File: config.mk
export PLATFORM = sky130hd
export DESIGN_NAME = csram_arbiter
export DESIGN_NICKNAME = d
export VERILOG_FILES = /design/src/rtl/csram_arbiter.sv
export SDC_FILE = /design/constraint.sdc
export NUM_CORES = 1
export LEC_CHECK = 0
export ABC_AREA = 1
export CAP_MARGIN = 15
export CORE_AREA = 2 2 97 99
export DETAILED_ROUTE_END_ITERATION = 8
export DIE_AREA = 0 0 99 101
export GPL_TIMING_DRIVEN = 0
export MAX_ROUTING_LAYER = met4
export PLACE_DENSITY = 0.8
export SETUP_SLACK_MARGIN = 0.2
export SLEW_MARGIN = 5
export SYNTH_ARGS = -nofsm -noshare
export SYNTH_HDL_FRONTEND = slang
export SYNTH_SLANG_ARGS = --single-unit
File: constraint.sdc
create_clock -name clk_i -period 4.1 [get_ports clk_i]
set_input_delay 1.23 -clock clk_i [delete_from_list [all_inputs] [get_ports clk_i]]
set_output_delay 1.23 -clock clk_i [all_outputs]
set_load 0.03 [all_outputs]
File: src/rtl/csram_arbiter.sv
// csram_arbiter
//   Two-master arbiter for the single-port CSRAM (1-cycle registered read).
//   Shares the RAM between the UART debug bridge (dbg) and the DMA engine
//   (dma). Uses round-robin on contention. A master can lock ownership for
//   atomic or burst sequences, and the lock is forcibly dropped after
//   MAX_BURST locked grants. Read data is routed only to the master that
//   issued the read.
//
// Ports
//   clk_i, rst_i             clock, synchronous active-high reset
//   dbg_* / dma_* (inputs)   req, we, be, addr, wdata, lock per master
//   dbg_* / dma_* (outputs)  gnt (combinational), rvalid, rdata
//   sram_cs_o/wren_o/addr_o/wdata_o  RAM request side, 0 when idle
//   sram_rdata_i             RAM read data, valid the cycle after a read select
//   owner_o                  lock status: 00 none, 01 dbg, 10 dma
module csram_arbiter #(
    parameter int unsigned AW        = 10,
    parameter int unsigned DW        = 32,
    parameter int unsigned MAX_BURST = 16
) (
    input  logic            clk_i,
    input  logic            rst_i,

    input  logic            dbg_req_i,
    input  logic            dbg_we_i,
    input  logic [DW/8-1:0] dbg_be_i,
    input  logic [AW-1:0]   dbg_addr_i,
    input  logic [DW-1:0]   dbg_wdata_i,
    input  logic            dbg_lock_i,
    output logic            dbg_gnt_o,
    output logic            dbg_rvalid_o,
    output logic [DW-1:0]   dbg_rdata_o,

    input  logic            dma_req_i,
    input  logic            dma_we_i,
    input  logic [DW/8-1:0] dma_be_i,
    input  logic [AW-1:0]   dma_addr_i,
    input  logic [DW-1:0]   dma_wdata_i,
    input  logic            dma_lock_i,
    output logic            dma_gnt_o,
    output logic            dma_rvalid_o,
    output logic [DW-1:0]   dma_rdata_o,

    output logic            sram_cs_o,
    output logic [DW/8-1:0] sram_wren_o,
    output logic [AW-1:0]   sram_addr_o,
    output logic [DW-1:0]   sram_wdata_o,
    input  logic [DW-1:0]   sram_rdata_i,

    output logic [1:0]      owner_o
);

    typedef enum logic [1:0] {
        LK_NONE = 2'b00,
        LK_DBG  = 2'b01,
        LK_DMA  = 2'b10
    } lock_e;

    localparam logic [7:0] MAX_B = 8'(MAX_BURST);

    lock_e      lock_q, lock_d, lock_eff;
    logic       rr_q, rr_d;            // 0: dbg favoured, 1: dma favoured
    logic [7:0] burst_q, burst_d;
    logic [7:0] burst_base, burst_nx;
    logic       pend_q, pend_d;
    logic       pend_dma_q;            // owner tag of the in-flight read
    logic       gnt_dbg, gnt_dma, any_gnt, contended, win_lock, win_we;

    // State register
    always_ff @(posedge clk_i) begin
        if (rst_i) begin
            lock_q     <= LK_NONE;
            rr_q       <= 1'b0;
            burst_q    <= '0;
            pend_q     <= 1'b0;
            pend_dma_q <= 1'b0;
        end else begin
            lock_q     <= lock_d;
            rr_q       <= rr_d;
            burst_q    <= burst_d;
            pend_q     <= pend_d;
            pend_dma_q <= gnt_dma;
        end
    end

    // Grant decision and next state
    always_comb begin
        lock_eff   = lock_q;
        gnt_dbg    = 1'b0;
        gnt_dma    = 1'b0;
        contended  = 1'b0;
        lock_d     = LK_NONE;
        rr_d       = rr_q;
        burst_d    = '0;
        burst_base = '0;
        burst_nx   = '0;

        // A lock holder dropping lock_i releases in this same cycle, so the
        // unlocked arbitration below already sees the released state.
        if (lock_q == LK_DBG && !dbg_lock_i) lock_eff = LK_NONE;
        if (lock_q == LK_DMA && !dma_lock_i) lock_eff = LK_NONE;

        case (lock_eff)
            LK_DBG:  gnt_dbg = dbg_req_i;
            LK_DMA:  gnt_dma = dma_req_i;
            default: begin
                if (dbg_req_i && dma_req_i) begin
                    contended = 1'b1;
                    gnt_dma   = rr_q;
                    gnt_dbg   = !rr_q;
                end else begin
                    gnt_dbg = dbg_req_i;
                    gnt_dma = dma_req_i;
                end
            end
        endcase

        any_gnt  = gnt_dbg | gnt_dma;
        win_lock = gnt_dma ? dma_lock_i : (gnt_dbg & dbg_lock_i);
        win_we   = gnt_dma ? dma_we_i   : dbg_we_i;
        pend_d   = any_gnt & ~win_we;

        // rr points away from the winner; rr_d = gnt_dbg covers both the
        // contended case and a forced release (the locked master is the winner).
        if (contended) rr_d = gnt_dbg;

        lock_d     = lock_eff;
        burst_base = (lock_eff == LK_NONE) ? '0 : burst_q;
        burst_d    = burst_base;

        if (any_gnt && win_lock) begin
            burst_nx = burst_base + 8'd1;
            if (burst_nx >= MAX_B) begin
                lock_d  = LK_NONE;
                burst_d = '0;
                rr_d    = gnt_dbg;
            end else begin
                lock_d  = gnt_dma ? LK_DMA : LK_DBG;
                burst_d = burst_nx;
            end
        end
    end

    // RAM request mux
    always_comb begin
        sram_cs_o    = any_gnt;
        sram_wren_o  = '0;
        sram_addr_o  = '0;
        sram_wdata_o = '0;
        if (gnt_dma) begin
            sram_wren_o  = dma_we_i ? dma_be_i : '0;
            sram_addr_o  = dma_addr_i;
            sram_wdata_o = dma_wdata_i;
        end else if (gnt_dbg) begin
            sram_wren_o  = dbg_we_i ? dbg_be_i : '0;
            sram_addr_o  = dbg_addr_i;
            sram_wdata_o = dbg_wdata_i;
        end
    end

    // Read return routing
    always_comb begin
        dbg_gnt_o    = gnt_dbg;
        dma_gnt_o    = gnt_dma;
        dbg_rvalid_o = pend_q & ~pend_dma_q;
        dma_rvalid_o = pend_q &  pend_dma_q;
        dbg_rdata_o  = dbg_rvalid_o ? sram_rdata_i : '0;
        dma_rdata_o  = dma_rvalid_o ? sram_rdata_i : '0;
        owner_o      = lock_q;
    end

endmodule
==> results.md <==
* IO Count at between 200 and 250
* Min-delay worst type: flip-flop to flip-flop
* Sw Pwr at approximately 0.00044 W
* CP arrival at 2.75 ns
* DRT antenna net count at 0
* Layout cell share with drive strength beyond 1 at 19.7%
* Reg clk slew, reported paths at 0.05 ns
* Clk network pwr share at between 10% and 20%
* CTS tree: yes
* Syn Area/Cell at about 5.0 um^2
* First-pass GRT wire length at roughly 15000 um
* CTS H-Tree Depth at 1
* Final nets at between 700 and 800
* Layout Cells excl Fill at between 700 and 800
* Warnings from Yosys at 0
* Vias at 3270
* DP HPWL at roughly 8300 um
* Vias in the first global route at approximately 3100
* Power Density at 204 nW/um^2
* Row cnt at 35
* Post-DR vias/cell at between 4 and 5
* Worst skew pair latency at 0.24 ns
* Routed length per instance at 13.3 um
* FMAX at approximately 250 MHz
* Placed cell areas at 4470 um^2
* Detailed Route Iter0 Violations at roughly 200
* Post-synth EDFFs at 0
* Clock sink count at 13
* Largest net degree at the start of global routing at 11
* Area Growth Syn to Fin at 162%
* Part of the cycle the worst path needs at a little over nine tenths
* Die Height at a little over 100 um
* Starting density of the core at 20.3%
* Fin. Hold Viols at 0
* Status: finished clean
* Crit Path Class: input port to output port
* Internal Power at between 0.0005 and 0.0006 W
* Worst slew margin at between 60% and 70%
* Worst path slowest cell: ha_4
* Ys async rst share at 0%
* RSZ-0062 raised after global routing: yes
* Crit path cell chain: buf_8 -> o21ai_4 -> ha_4 -> nor2_2 -> nor2_2 -> nand2_2 -> inv_4 -> buf_8 -> buf_6 -> nand3_1 -> nand2_1 -> buf_4
* Buffers on Ports at around 250
* Die ar. at approximately 10000 um^2
* CTS Root Cell: clkbuf_8
* Final Cell Area at roughly 4800 um^2
* Sequential share of the synthesized area at about 14%
* FILL cells at about 830
* Leakage power total at 2.27 nW
* ANT cells at 0
* Gate power share at roughly three quarters
* Worst setup EP type: output port
* Num CTS Buffers at 3
* Synthesized net count at 500
* Die W at about 100 um
* Max Root-Sink Buffers at 2
* Total GRT Usage at between 10% and 20%
* Synth area leader: nand2_1
* TNS Setup at 0 ns
* Post-synth cell types at 24
* GR Overflow Total at 0
* Main flop type after synthesis: dfxtp_1
* Synthesis-stage register bit count at 13
* Maximum fanout along the worst path at 10
* Antenna violations before repair at 0
* Worst EP required at ~2.9 ns
* Core area at ~9000 um^2
* Final min period at roughly 4.0 ns
* TritonRoute pass-1 iters at 4
* Sequential share of power at 14.0%
* WL final at just under 10000 um
* Switching part of the total at between 40% and 50%
* Startpoint class of the critical path: input port
* Fin util at between 50 and 60%
* Final Setup Violations at 0
* Drt drc at 0
* Most instantiated cells after synthesis: 115 x nand2_1, 77 x nor2_1, 51 x inv_1
* Dominant cell by count in the synthesized netlist: nand2_1
* Synth top area share at a little under a quarter
* Slew Limit Fails at 0
* Synth Cell Area at about 1800 um^2
* Final worst clock skew at slightly above 0.0009 ns
* Crit-path max cell delay at 0.26 ns
* Max-cap viol count at 0
* Maximum vdd drop at roughly 0.00011 V
* Syn Inst Count at roughly 360
* Inst Count DP at ~720
* RePlAce Congestion at around 0.86
* Ranking of synthesized cells by area: nand2_1 24%, nor2_1 16%, dfxtp_1 14%
* Worst Tran Pin Value at roughly 0.53 ns
power by group through the flow:
stage          Sequential, W  Clock (W)  Combinational [W]
2_1_floorplan       0.000140          0           0.000334
3_3_place_gp        0.000138          0           0.000664
3_5_place_dp        0.000138          0           0.000670
4_1_cts             0.000136   0.000116           0.000700
5_1_grt             0.000137   0.000122           0.000764
6_report            0.000136   0.000115           0.000721
layout by cell type (no fill, tap or decap):
cell type / synthesis / final
clkdlybuf4s50_1: 0 / 195
nor3_1: 3 / 3
xnor2_1: 2 / 2
o21ai_4: 0 / 2
inv_4: 0 / 2
a21oi_4: 0 / 1
nand2_2: 5 / 19
buf_16: 0 / 1
ha_1: 4 / 3
nand2_1: 115 / 100
nand2_8: 0 / 1
buf_4: 7 / 38
buf_2: 6 / 5
inv_6: 0 / 1
nor2_4: 1 / 2
inv_2: 3 / 2
a21oi_1: 4 / 3
a21o_1: 1 / 1
buf_12: 0 / 2
nand3_4: 1 / 2
buf_6: 1 / 30
dfxtp_1: 13 / 13
nand3_1: 44 / 42
o21ai_2: 0 / 3
dlygate4sd2_1: 0 / 2
o21ai_0: 8 / 3
buf_8: 0 / 2
inv_1: 51 / 49
nor2_2: 2 / 2
clkbuf_8: 0 / 3
nand3_2: 2 / 3
ha_4: 0 / 1
nor2_1: 77 / 76
o21ai_1: 2 / 2
clkbuf_1: 6 / 7
nand4_1: 4 / 4
nand2_4: 2 / 2
metal layers:
layer	wire [um]	GRT usage, %	vias up
met5	0	-	-
met4	156	5.27	0
met3	817	2.57	18
met2	5430	35.9	192
met1	3450	18.7	1434
li1	-	-	1626
area by class of cell:
class                   instances  area, um^2  share of cell area (%)
multi-input cells             277        1380                    28.8
flip-flops and latches         13         260                    5.46
plain buffers                  20         173                    3.62
clock buffers                   4        45.0                   0.944
inverters                      54         213                    4.46
repair buffers                261        2560                    53.8
well taps                     111         139                    2.91
metrics by stage:
stage | hold WS (ns) | power [W] | worst slack [ns]
after floorplan | 0.438 | 0.000474 | 0.150
after global placement | 0.450 | 0.000801 | -1.07
after detailed placement | 0.456 | 0.000808 | -1.11
after CTS | 0.464 | 0.000952 | 0.132
after global routing | 0.515 | 0.00102 | 0.0389
final | 0.468 | 0.000972 | 0.120
worst max-delay path: cells and delay by family:
kind | cells | cell delay (ns)
compound gates | 1 | 0.19
fa+ha+maj | 1 | 0.26
buf+inv | 5 | 0.61
simple gates | 5 | 0.45
sequential cells by signal, summed over array words and instances, names as in the netlist:
register,count
owner_o,2
rr_q,1
pend_q,1
burst_q,8
pend_dma_q,1
kinds of logic after synthesis:
| family | count (synthesis) | synth area share (%) |
|---|---|---|
| xor+xnor | 2 | 0.962 |
| simple gates | 256 | 60.2 |
| fa+ha+maj | 4 | 2.75 |
| compound gates | 15 | 4.26 |
| flops | 13 | 14.3 |
| buf+inv | 74 | 17.5 |
final timing paths:
path	cells past startpoint	to	slack, ns	startpoint
setup / recovery	12	sram_wdata_o[18]	0.12	dma_lock_i
hold / removal	2	burst_q[7]	0.47	burst_q[7]
setup reg to reg	16	burst_q[1]	1.52	owner_o[1]
hold reg to reg	2	burst_q[7]	0.47	burst_q[7]
repair_timing:
action,4_1_cts,5_1_grt
setup buffers,10,2
pin swaps,15,8
gates cloned,1,0
setup endpoints to repair,49,48
hold buffers,0,0
gates resized for setup,343,31
Note: power is estimated with default switching activity, not from simulation.
